[config.mk]
export PLATFORM = sky130hd
export DESIGN_NAME = branch_predictor
export DESIGN_NICKNAME = d
export VERILOG_FILES = /design/src/rtl/bp_pkg.sv /design/src/rtl/sat_counter_update.sv /design/src/rtl/branch_predictor.sv
export SDC_FILE = /design/constraint.sdc
export NUM_CORES = 1
export LEC_CHECK = 0
export CAP_MARGIN = 10
export CORE_MARGIN = 8
export CORE_UTILIZATION = 45
export DETAILED_ROUTE_END_ITERATION = 8
export PLACE_DENSITY = 0.73
export SETUP_SLACK_MARGIN = 0.15
export SLEW_MARGIN = 20
export SYNTH_ARGS = -nofsm -noshare
export SYNTH_HDL_FRONTEND = slang
export SYNTH_SLANG_ARGS = --single-unit
export TNS_END_PERCENT = 50
[constraint.sdc]
create_clock -name clk -period 3.6 [get_ports clk]
set_clock_uncertainty 0.05 [all_clocks]
set_input_delay 0.36 -clock clk [delete_from_list [all_inputs] [get_ports clk]]
set_output_delay 0.36 -clock clk [all_outputs]
set_load 0.02 [all_outputs]
[src/rtl/bp_pkg.sv]
// Shared types and constants for the 2-bit saturating-counter branch predictor.
package bp_pkg;

  typedef logic [1:0] counter_t;

  localparam counter_t SNT = 2'b00;
  localparam counter_t WNT = 2'b01;
  localparam counter_t WT  = 2'b10;
  localparam counter_t ST  = 2'b11;

endpackage

[src/rtl/sat_counter_update.sv]
// Next-state function of one 2-bit saturating counter: count up on taken,
// down on not-taken, holding at the ends.
module sat_counter_update
  import bp_pkg::*;
(
  input  counter_t state,
  input  logic     taken,
  output counter_t next_state
);

  always_comb begin
    // NOTE: default first so every path assigns next_state; no latch is inferred.
    next_state = state;
    if (taken) begin
      if (state != ST) next_state = state + 2'd1;
    end else begin
      if (state != SNT) next_state = state - 2'd1;
    end
  end

endmodule

[src/rtl/branch_predictor.sv]
// Bimodal branch predictor: a PC-indexed table of 2-bit counters read in decode
// and trained at MEM resolution through a fixed-depth index delay line.
module branch_predictor
  import bp_pkg::*;
#(
  parameter int       INDEX_BITS  = 6,
  parameter int       UPDATE_LAT  = 2,
  parameter counter_t RESET_STATE = WNT
) (
  input  logic        clk,
  input  logic        rst_n,
  input  logic        actual_branch_decision,
  input  logic        branch_decode_sig,
  input  logic        branch_mem_sig,
  input  logic [31:0] in_addr,
  input  logic [31:0] offset,
  output logic [31:0] branch_addr,
  output logic        prediction
);

  localparam int ENTRIES = 1 << INDEX_BITS;

  typedef logic [INDEX_BITS-1:0] idx_t;

  counter_t table_q [ENTRIES];
  idx_t     rd_idx;
  idx_t     upd_idx;
  counter_t upd_next;

  // Word-aligned PC: the byte-offset bits and the bits above the index never select an entry.
  logic unused_addr_bits;
  assign unused_addr_bits = ^{in_addr[31:INDEX_BITS+2], in_addr[1:0]};

  assign rd_idx      = in_addr[INDEX_BITS+1:2];
  assign branch_addr = in_addr + offset;
  assign prediction  = branch_decode_sig & table_q[rd_idx][1];

  generate
    if (UPDATE_LAT == 0) begin : g_no_delay
      assign upd_idx = rd_idx;
    end else begin : g_delay
      idx_t dly_q [UPDATE_LAT];

      // Carries each decode index forward so it meets its own outcome in MEM.
      always_ff @(posedge clk or negedge rst_n) begin
        if (!rst_n) begin
          for (int i = 0; i < UPDATE_LAT; i++) dly_q[i] <= '0;
        end else begin
          // NOTE: non-blocking assignments make every stage shift from its pre-edge value.
          dly_q[0] <= rd_idx;
          for (int i = 1; i < UPDATE_LAT; i++) dly_q[i] <= dly_q[i-1];
        end
      end

      assign upd_idx = dly_q[UPDATE_LAT-1];
    end
  endgenerate

  sat_counter_update u_sat (
    .state      (table_q[upd_idx]),
    .taken      (actual_branch_decision),
    .next_state (upd_next)
  );

  always_ff @(posedge clk or negedge rst_n) begin
    if (!rst_n) begin
      // NOTE: the table is register-based, so it can and must be reset to a known bias.
      for (int i = 0; i < ENTRIES; i++) table_q[i] <= RESET_STATE;
    end else if (branch_mem_sig) begin
      table_q[upd_idx] <= upd_next;
    end
  end

endmodule

==> impl_results.md, run 1 <==
- Die width: 155 microns
- Root cell of the clock tree: clkbuf_16
- Seq/Total Area, Yosys: 41.0%
- Internal: 3.51 mW
- Max IR drop VDD: 0.290 mV
- WL per Instance: 21.4 microns
- PortBufs: 101
- Clock power frac: 35.3%
- CP Launch Type: flip-flop
- GRT Util Overall: 21.5%
- Logic pwr share: 26.1%
- P_sw: 1.48 mW
- Area Overhead vs Synth: 31.4%
- Max-cap check violation count: 0
- Max_slew headroom: 38.5%
- Ant. Diodes: 0
- Worst Path Arrival: 3.69 ns
- Yosys Warn Count: 0
- CTS Sinks: 140
- Largest net degree at the start of global routing: 65
- Syn Area/Cell: 11.4 sq um
- RSZ-0062 raised after global routing: yes
- Final min period: 3.44 ns
- DRT Pass-1 Iters: 5
- Grt ovf: 0
- Die Footprint: 24100 sq um
- Final TNS setup: 0 ns
- Hold crit path type: primary input to flip-flop
- Area of the multi-input gates: 5000 sq um
- Fin. max-slew vios: 0
- Syn Inst Count: 769
- EDFF count, synth: 0
- Starting DRC count in detailed routing: 604
- Num CTS Buffers: 17
- CP Max Fanout: 32
- Critical Path End Type: flip-flop
- First-pass GRT wire length: 40400 microns
- Setup Slack @ Placement: -0.625 ns
- Core footprint: 19300 sq um
- Most frequent cells in the layout: 133 x mux2_2, 102 x buf_4, 74 x dfrtp_1, 73 x clkdlybuf4s50_1, 64 x dfstp_2
- Die height: 155 microns
- Final nets: 1055
- Asr flop ratio synth: 100%
- Sw Ratio: 29.7%
- Outcome: completed
- Initial antenna violation count: 1
- Critical path type: flip-flop to flip-flop
- Synth cell types: 58
- Starting Density: 45.4%
- Fmax: 291 MHz
- Seq pwr share: 38.6%
- Rows: 51
- Clk_lat worst skew: 0.43 ns
- H-Tree Depth: 4
- Number of global-route vias before repair: 7334
- #FFs+latches synth: 140
- Hold Vio Cnt, Final: 0
- DPL Wire Length: 18500 microns
- M3 GR Usage: 7.10%
- Final period util: 95.5%
- GRT met1 Usage: 27.2%
- GRT Max-Usage Layer: met2
- Register area: 3590 sq um
- Hold Slack: 0.234 ns
- Final setup viols: 0
- Ys flop type: dfrtp_1
- CP required: 3.85 ns
- Setup WS post-layout: 0.163 ns
- Num ports: 102
- CTS Buffer Depth: 2
- Met2 Usage GRT: 34.1%
- Clock transition at path regs: 0.06 ns
- Vias: 7199
- Lkg Pwr: 4.99 nW
- Pwr/cell area: 435 nW/um^2
- Fill count: 1582
- Mapped Nets: 870
- Layout cells sized above 1: 42.8%
- CTS tree: yes
- Post-Syn Area: 8740 sq um
- Gpl congestion: 0.881
- Drc violations: 0
- Vias/cell: 5.84
- Worst Tran Pin Value: 0.915 ns
- Commonest non-fill, non-tap cell in the layout: mux2_2
- Drt total wl: 26300 microns
- Post-layout util: 59.6%
- Remaining antenna violation count after routing: 0
==> logic make-up (layout without fill, tap and decap cells) <==
kind of cell	Yosys count	count (layout)	share of synthesized area, %
flops	140	140	41.0
compound gates	137	137	10.3
simple gates	190	190	10.3
mux	182	182	26.8
buf+inv	57	255	3.75
fa+ha+maj	34	34	4.98
xor+xnor	29	29	2.91
==> flip-flops by register name, indices dropped and copies added (netlist names) <==
register,cells
table_q,128
g_delay.dly_q,6
upd_idx,6
==> stage by stage <==
step,area [sq um],power (mW),cells
after floorplan,8740,2.65,769
after global placement,10600,3.18,1186
after detailed placement,10600,3.21,1186
after CTS,11300,4.96,1222
after global routing,11500,5.19,1232
final,11500,4.99,1232
==> per-layer routing <==
layer / vias up / share of wire, %
met4: 2 / 2.1
li1: 3225 / -
met3: 56 / 10
met2: 395 / 46
met1: 3521 / 42
met5: - / 0.049
==> power groups by stage <==
stage / registers, mW / clock network [mW] / logic, mW
2_1_floorplan: 1.90 / 0 / 0.751
3_3_place_gp: 1.94 / 0 / 1.24
3_5_place_dp: 1.95 / 0 / 1.26
4_1_cts: 1.92 / 1.78 / 1.25
5_1_grt: 1.95 / 1.85 / 1.40
6_report: 1.93 / 1.76 / 1.30
==> final timing paths <==
path | startpoint | to | slack [ns] | depth (start not counted)
max reg2reg | upd_idx[0]$_DFF_PN0_ | table_q[41]$_DFFE_PN0P_ | 0.16 | 11
min in group asynchronous | rst_n | table_q[109]$_DFFE_PN0P_ | 0.44 | 2
max in group asynchronous | rst_n | table_q[28]$_DFFE_PN1P_ | 2.19 | 3
max | upd_idx[0]$_DFF_PN0_ | table_q[41]$_DFFE_PN0P_ | 0.16 | 11
min reg2reg | g_delay.dly_q[8]$_DFF_PN0_ | upd_idx[2]$_DFF_PN0_ | 0.30 | 0
min | in_addr[6] | g_delay.dly_q[10]$_DFF_PN0_ | 0.23 | 2
==> Yosys cell counts, types with 8 or more instances <==
cell | count | area [sq um]
xnor2_1 | 18 | 158
dfstp_2 | 64 | 1680
a31oi_1 | 8 | 50.1
dfrtp_1 | 76 | 1900
o21ai_0 | 21 | 105
and3_1 | 8 | 50.1
mux2i_1 | 20 | 200
a21o_1 | 14 | 105
nand2b_1 | 8 | 50.1
nor2_1 | 58 | 218
nand3_1 | 11 | 55.1
nand2_1 | 57 | 214
a22oi_1 | 13 | 97.6
ha_1 | 31 | 388
nor3_1 | 10 | 50.1
mux4_2 | 28 | 631
buf_6 | 14 | 158
o22ai_1 | 12 | 75.1
nand4_1 | 8 | 50.1
xor2_1 | 11 | 96.3
inv_1 | 12 | 45.0
clkbuf_1 | 18 | 67.6
a21oi_1 | 30 | 150
mux2_2 | 133 | 1500
a221oi_1 | 9 | 78.8
==> critical path, stage by stage (launching register included) <==
cell and delay (ns):
dfrtp_4 0.55, buf_4 0.18, and2_2 0.25, buf_4 0.21, a22oi_1 0.23, o22ai_1 0.15
o21ai_1 0.17, o21ai_0 0.12, or4_4 0.48, maj3_4 0.42, buf_16 0.20, mux2_2 0.30
==> area by class of cell <==
class	count	share of cell area (%)
sequential	140	31.2
clock inverter	14	1.41
multi-input combinational	572	43.6
tap	265	2.89
inverter	12	0.392
clock buffer	18	3.74
timing repair buffer	211	16.8
==> timing repair <==
action	CTS	global route
endpoints found under the setup margin	152	146
endpoints found under the hold margin	35	0
resized for setup	70	38
hold buffers	1	0
buffers inserted	3	8
gates cloned	0	2
pin swaps	7	14
Note: power is estimated with default switching activity, not from simulation.
==> run 2, diff against run 1 <==
CORE_UTILIZATION = 35   (was 45)
PLACE_DENSITY = 0.61   (was 0.73)
==> run 2 against run 1 <==
Net effect: hold slack got worse by 0.030 ns; flip-flop and latch count unchanged; critical path depth decreased by 4; register-to-register slack improved by 0.097 ns; count of clock-buffer cells in the layout increased by 3; fmax decreased by 0.16%; sequential power about the same; combinational power about the same; via count decreased by 3.4%; final area increased by 0.76%; die area increased by 25%.
==> impl_results.md, run 2 (synthesis gave the netlist of run 1 again) <==
- GRT Util Overall: 17.2% (was 21.5%)
- Max-cap check violation count: 0 (unchanged)
- Number of buffers and inverters on the critical path: 3 (unchanged)
- Most used cell, CP: mux4_2 (was buf_4)
- Starting DRC count in detailed routing: 506 (was 604)
- Critical path's slowest cell: mux4_2 (was dfrtp_4)
- Final setup viols: 0 (unchanged)
- Hold Slack: 0.204 ns (was 0.234 ns)
- Final TNS setup: 0 ns (unchanged)
- Worst Path Arrival: 3.03 ns (was 3.69 ns)
- Final nets: 1044 (was 1055)
- Root cell of the clock tree: clkbuf_16 (unchanged)
- Ant. Diodes: 0 (unchanged)
- Hold Vio Cnt, Final: 0 (unchanged)
- Largest register by flop count: table_q (unchanged)
- Drc violations: 0 (unchanged)
- Pwr/cell area: 451 nW/um^2 (was 435 nW/um^2)
- Critical path type: primary input to output pin (was flip-flop to flip-flop)
- WL per Instance: 20.4 microns (was 21.4 microns)
- CTS Sinks: 140 (unchanged)
- Register area: 3580 sq um (was 3590 sq um)
- Vias/cell: 5.41 (was 5.84)
- Fill count: 2306 (was 1582)
- CTS tree: yes (unchanged)
- Max_slew headroom: 45.2% (was 38.5%)
- Internal: 3.80 mW (was 3.51 mW)
- Largest net degree at the start of global routing: 77 (was 65)
- Number of global-route vias before repair: 7121 (was 7334)
- Num CTS Buffers: 17 (unchanged)
- First-pass GRT wire length: 41200 microns (was 40400 microns)
- Remaining antenna violation count after routing: 0 (unchanged)
- Crit path max-delay family: multiplexers (was simple AND/OR/NAND/NOR gates)
- RSZ-0062 raised after global routing: yes (unchanged)
- Layout cells sized above 1: 40.9% (was 42.8%)
- CTS Buffer Depth: 2 (unchanged)
- Worst Tran Pin Value: 0.818 ns (was 0.915 ns)
- Clock transition at path regs: 0.06 ns (about the same)
- Clk_lat worst skew: 0.43 ns (about the same)
- CP required: 3.19 ns (was 3.85 ns)
- Fmax: 291 MHz (about the same)
- Starting Density: 35.2% (was 45.4%)
- Outcome: completed (unchanged)
- PortBufs: 101 (unchanged)
- Gpl congestion: 0.864 (was 0.881)
- H-Tree Depth: 4 (unchanged)
- Area Overhead vs Synth: 32.4% (was 31.4%)
- Cell area after layout: 11600 sq um (was 11500 sq um)
- Drt total wl: 26300 microns (about the same)
- Final min period: 3.44 ns (about the same)
- Seq pwr share: 36.9% (was 38.6%)
- Placed Area: 10600 sq um (about the same)
- Max IR drop VDD: 0.408 mV (was 0.290 mV)
- Sw Ratio: 27.1% (was 29.7%)
- Lkg Pwr: 5.03 nW (was 4.99 nW)
- P_sw: 1.42 mW (was 1.48 mW)
- Fin. max-slew vios: 0 (unchanged)
- Core footprint: 24800 sq um (was 19300 sq um)
- Commonest non-fill, non-tap cell in the layout: mux2_2 (unchanged)
- Die height: 174 microns (was 155 microns)
- Slowest cell delay on critical path: 0.52 ns (was 0.55 ns)
- Critical Path End Type: output pin (was flip-flop)
- CP Launch Type: primary input (was flip-flop)
- Num ports: 102 (unchanged)
- CP Max Fanout: 8 (was 32)
- Crit path cell chain: clkdlybuf4s15_2, bufbuf_16, mux4_2, mux4_2, mux4_2, and2_1, dlygate4sd2_1 (was buf_4, and2_2, buf_4, a22oi_1, o22ai_1, o21ai_1, o21ai_0, or4_4, maj3_4, buf_16, mux2_2)
- Clock power frac: 38.6% (was 35.3%)
- Final Total Pwr: 5.22 mW (was 4.99 mW)
- Vias: 6955 (was 7199)
- Final period util: 95.6% (was 95.5%)
- Hold crit path type: primary input to flip-flop (unchanged)
- Most frequent cells in the layout: 133 x mux2_2, 91 x buf_4, 76 x dfrtp_1, 72 x clkdlybuf4s50_1, 64 x dfstp_2 (was 133 x mux2_2, 102 x buf_4, 74 x dfrtp_1, 73 x clkdlybuf4s50_1, 64 x dfstp_2)
- Rows: 58 (was 51)
- DRT Pass-1 Iters: 7 (was 5)
- DPL Wire Length: 19000 microns (was 18500 microns)
- Grt ovf: 0 (unchanged)
- Initial antenna violation count: 0 (was 1)
- Max reg flops: 128 (unchanged)
- Die width: 174 microns (was 155 microns)
- Area of the multi-input gates: 4990 sq um (was 5000 sq um)
- Die Footprint: 30300 sq um (was 24100 sq um)
- Logic pwr share: 24.6% (was 26.1%)
## run 2: changes by cell type in the layout (fill, tap and decap cells not counted), sizes merged
cell | before | now
dlymetal6s2s | 4 | 11
clkinv | 2 | 3
bufinv | 2 | 6
buf | 117 | 105
clkdlybuf4s50 | 73 | 72
clkbuf | 22 | 23
dlygate4sd2 | 10 | 6
clkinvlp | 4 | 2
inv | 18 | 12
bufbuf | 0 | 1
## run 2: area by class of cell
type,count,area share [%]
Timing Repair Buffer,200,16.1
Multi-Input combinational cell,572,43.1
Clock buffer,21,3.98
Tap cell,330,3.57
Sequential cell,140,31.0
Inverter,12,0.389
Clock inverter,11,1.85
## run 2: power groups by stage
stage               clock network, mW  registers, mW  logic [mW]
floorplan                           0           1.90       0.751
global placement                    0           1.94        1.26
detailed placement                  0           1.94        1.27
CTS                              2.04           1.92        1.27
global route                     2.10           1.94        1.38
finish                           2.01           1.92        1.28
## run 2: what timing repair did
| action | CTS | global route |
|---|---|---|
| hold buffers | 1 | 0 |
| pin swaps | 7 | 15 |
| setup endpoints to repair | 23 | 27 |
| endpoints found under the hold margin | 45 | 0 |
| cloned | 1 | 0 |
| resized for setup | 54 | 34 |
| setup buffers | 4 | 3 |
## run 2: final timing paths
check / start / to / slack (ns) / cells after the start
hold / removal: in_addr[7] / g_delay.dly_q[11]$_DFF_PN0_ / 0.20 / 2
max in group asynchronous: rst_n / table_q[62]$_DFFE_PN1P_ / 2.17 / 3
min in group asynchronous: rst_n / table_q[103]$_DFFE_PN0P_ / 0.48 / 2
setup reg to reg: upd_idx[2]$_DFF_PN0_ / table_q[113]$_DFFE_PN0P_ / 0.26 / 11
hold reg to reg: g_delay.dly_q[11]$_DFF_PN0_ / upd_idx[5]$_DFF_PN0_ / 0.30 / 0
setup / recovery: in_addr[2] / prediction / 0.16 / 7
## run 2: per-layer routing
layer | up-vias | track usage (%) | share of wire, %
li1 | 3200 | - | -
met1 | 3464 | 22.7 | 46
met2 | 257 | 27.2 | 46
met3 | 34 | 5.08 | 6.9
met4 | 0 | 4.60 | 1.7
met5 | - | 0 | 0
## run 2: metrics by stage
step / instances / utilization [%] / setup slack, ns
floorplan: 769 / - / 0.213
global placement: 1245 / 42.9 / -0.702
detailed placement: 1245 / 42.9 / -0.754
CTS: 1283 / 46.0 / 0.0130
global route: 1286 / 46.6 / 0.110
finish: 1286 / 46.6 / 0.158
## run 2: worst reg2reg max path, stage by stage, from the launching register on
cell	delay, ns
dfrtp_1	0.41
inv_1	0.47
buf_4	0.25
o2bb2ai_1	0.09
a22oi_1	0.18
a21oi_1	0.13
a2111oi_0	0.51
buf_4	0.21
nand2_1	0.06
maj3_4	0.37
buf_12	0.17
mux2_2	0.29
==> run 3, diff against run 2 <==
CORE_UTILIZATION = 57   (was 35)
PLACE_DENSITY = 0.88   (was 0.61)
REMOVE_ABC_BUFFERS = 1   (was not set)
SKIP_CTS_REPAIR_TIMING = 1   (was not set)
==> run 3 against run 2 <==
Net effect: the flow now finishes with violations (negative hold slack); via count increased by 7.3%; combinational power about the same; wire length increased by 1.7%; die area decreased by 35%; sequential share of layout area increased by 1.2 points; worst setup slack got worse by 0.063 ns; critical path depth increased by 2; final cell count decreased by 12%; fmax decreased by 1.8%.
==> impl_results.md, run 3 (synthesis gave the netlist of run 1 again) <==
- Vias: 7461 (was 6955)
- CP required: 3.86 ns (was 3.19 ns)
- H-Tree Depth: 4 (unchanged)
- Gpl congestion: 0.986 (was 0.864)
- Rows: 45 (was 58)
- Lkg Pwr: 4.94 nW (was 5.03 nW)
- Starting DRC count in detailed routing: 740 (was 506)
- Ant. Diodes: 0 (unchanged)
- Most used cell, CP: buf_4 (was mux4_2)
- Seq pwr share: 37.9% (was 36.9%)
- Fin. max-slew vios: 0 (unchanged)
- RSZ-0062 raised after global routing: yes (unchanged)
- DPL Wire Length: 18200 microns (was 19000 microns)
- Area Overhead vs Synth: 27.5% (was 32.4%)
- Starting Density: 57.9% (was 35.2%)
- CP Max Fanout: 32 (was 8)
- Clock power frac: 37.4% (was 38.6%)
- CTS tree: yes (unchanged)
- Critical path type: flip-flop to flip-flop (was primary input to output pin)
- Largest net degree at the start of global routing: 87 (was 77)
- Final Total Pwr: 5.12 mW (was 5.22 mW)
- Outcome: complete, but fails checks (was completed)
- Internal: 3.68 mW (was 3.80 mW)
- WL per Instance: 23.6 microns (was 20.4 microns)
- Final period util: 97.4% (was 95.6%)
- Final setup viols: 0 (unchanged)
- CP startpoint: upd_idx[0]$_DFF_PN0_ (was in_addr[2])
- Root cell of the clock tree: clkbuf_16 (unchanged)
- Max reg flops: 128 (unchanged)
- PortBufs: 101 (unchanged)
- Worst flop-to-flop path startpoint: upd_idx[0]$_DFF_PN0_ (was upd_idx[2]$_DFF_PN0_)
- Max_slew headroom: 47.5% (was 45.2%)
- Most frequent cells in the layout: 133 x mux2_2, 84 x buf_4, 79 x clkdlybuf4s50_1, 74 x dfrtp_1, 64 x dfstp_2 (was 133 x mux2_2, 91 x buf_4, 76 x dfrtp_1, 72 x clkdlybuf4s50_1, 64 x dfstp_2)
- Layout cells sized above 1: 39.7% (was 40.9%)
- Grt ovf: 0 (unchanged)
- Largest register by flop count: table_q (unchanged)
- Post-layout util: 73.9% (was 46.6%)
- Clk_lat worst skew: 0.43 ns (about the same)
- Sw Ratio: 28.0% (was 27.1%)
- GRT Util Overall: 26.3% (was 17.2%)
- Hold Vio Cnt, Final: 48 (was 0)
- Vias/cell: 6.57 (was 5.41)
- Pwr/cell area: 459 nW/um^2 (was 451 nW/um^2)
- CTS Sinks: 140 (unchanged)
- Max IR drop VDD: 0.429 mV (was 0.408 mV)
- Logic pwr share: 24.7% (was 24.6%)
- Violated checks: negative hold slack
- Initial antenna violation count: 0 (unchanged)
- Final min period: 3.51 ns (was 3.44 ns)
- Hold Slack: -0.0528 ns (was 0.204 ns)
- Worst Tran Pin Value: 0.787 ns (was 0.818 ns)
- Commonest non-fill, non-tap cell in the layout: mux2_2 (unchanged)
- Slowest cell delay on critical path: 0.62 ns (was 0.52 ns)
- Hold crit path type: primary input to asynchronous set/reset pin (was primary input to flip-flop)
- Crit path cell chain: buf_4, nor2b_1, a221oi_1, o22ai_1, a2111oi_1, buf_4, nand2_1, maj3_2, mux2_2 (was clkdlybuf4s15_2, bufbuf_16, mux4_2, mux4_2, mux4_2, and2_1, dlygate4sd2_1)
- First-pass GRT wire length: 40500 microns (was 41200 microns)
- Clock transition at path regs: 0.06 ns (about the same)
- Critical path's slowest cell: maj3_2 (was mux4_2)
- Num CTS Buffers: 17 (unchanged)
- CP Launch Type: flip-flop (was primary input)
- Core footprint: 15100 sq um (was 24800 sq um)
- Final nets: 1035 (was 1044)
- Critical Path End Type: flip-flop (was output pin)
- Crit path max-delay family: compound AO/OA/AOI/OAI gates (was multiplexers)
- Die Footprint: 19600 sq um (was 30300 sq um)
- Fmax: 285 MHz (was 291 MHz)
- Die height: 140 microns (was 174 microns)
- Remaining antenna violation count after routing: 0 (unchanged)
- CTS Buffer Depth: 2 (unchanged)
- Drt total wl: 26700 microns (was 26300 microns)
- Num ports: 102 (unchanged)
- Max-cap check violation count: 0 (unchanged)
- Die width: 140 microns (was 174 microns)
- Number of global-route vias before repair: 7433 (was 7121)
- Number of buffers and inverters on the critical path: 2 (was 3)
- Worst Path Arrival: 3.77 ns (was 3.03 ns)
- DRT Pass-1 Iters: 6 (was 7)
- Drc violations: 0 (unchanged)
- P_sw: 1.43 mW (was 1.42 mW)
run 3: cell types whose count changed in the layout (fill, tap and decap cells not counted), sizes merged:
cell / change
buf: -16
clkdlybuf4s50: +7
dlygate4sd2: -6
clkbuf: +4
maj3: +3
clkdlybuf4s15: -2
clkinv: +2
dlymetal6s2s: +2
bufbuf: -1
bufinv: -1
dlygate4sd3: -1
run 3: final timing paths:
kind                       depth (start not counted)                       end  slack [ns]
max                                                9   table_q[33]$_DFFE_PN0P_        0.09
max reg2reg                                        9   table_q[33]$_DFFE_PN0P_        0.09
max in group asynchronous                          2   table_q[26]$_DFFE_PN1P_        2.76
min reg2reg                                        0      upd_idx[4]$_DFF_PN0_        0.30
min in group clk                                   0      upd_idx[4]$_DFF_PN0_        0.30
min                                                1  table_q[105]$_DFFE_PN0P_       -0.05
run 3: power groups by stage:
| stage | Clock (mW) | Combinational (mW) | Sequential, mW |
|---|---|---|---|
| 2_1_floorplan | 0 | 0.674 | 1.92 |
| 3_3_place_gp | 0 | 1.19 | 1.94 |
| 3_5_place_dp | 0 | 1.21 | 1.95 |
| 4_1_cts | 1.92 | 1.23 | 1.93 |
| 5_1_grt | 1.98 | 1.35 | 1.95 |
| 6_report | 1.91 | 1.27 | 1.94 |
run 3: worst reg2reg max path: stages (launching register included):
cell and delay [ns]:
dfrtp_2 0.52, buf_4 0.24, nor2b_1 0.20, a221oi_1 0.37, o22ai_1 0.13, a2111oi_1 0.53, buf_4 0.20, nand2_1 0.16
maj3_2 0.62, mux2_2 0.38
run 3: routing by layer:
layer | wire length, microns | global-route usage, %
met1 | 10600 | 33.0
met3 | 2910 | 7.73
met4 | 748 | 9.31
met2 | 12500 | 42.5
met5 | 0 | 0
run 3: cell type report:
cell class	count	area, sq um
fill	979	3940
clock inverter	12	194
timing repair buffer	188	1690
clock buffer	20	447
tap	188	235
sequential	140	3590
inverter	12	45.0
multi-input combinational	575	4950
run 3: stage by stage:
stage	setup WS (ns)	instances	setup TNS [ns]	instance area, sq um
after detailed placement	-0.608	1095	-6.24	10300
final	0.0946	1135	0	11100
after global routing	0.0135	1135	0	11100
after floorplan	-0.0405	724	-2.50	8460
after global placement	-0.597	1095	-5.77	10300
after CTS	-0.625	1127	-6.36	11000
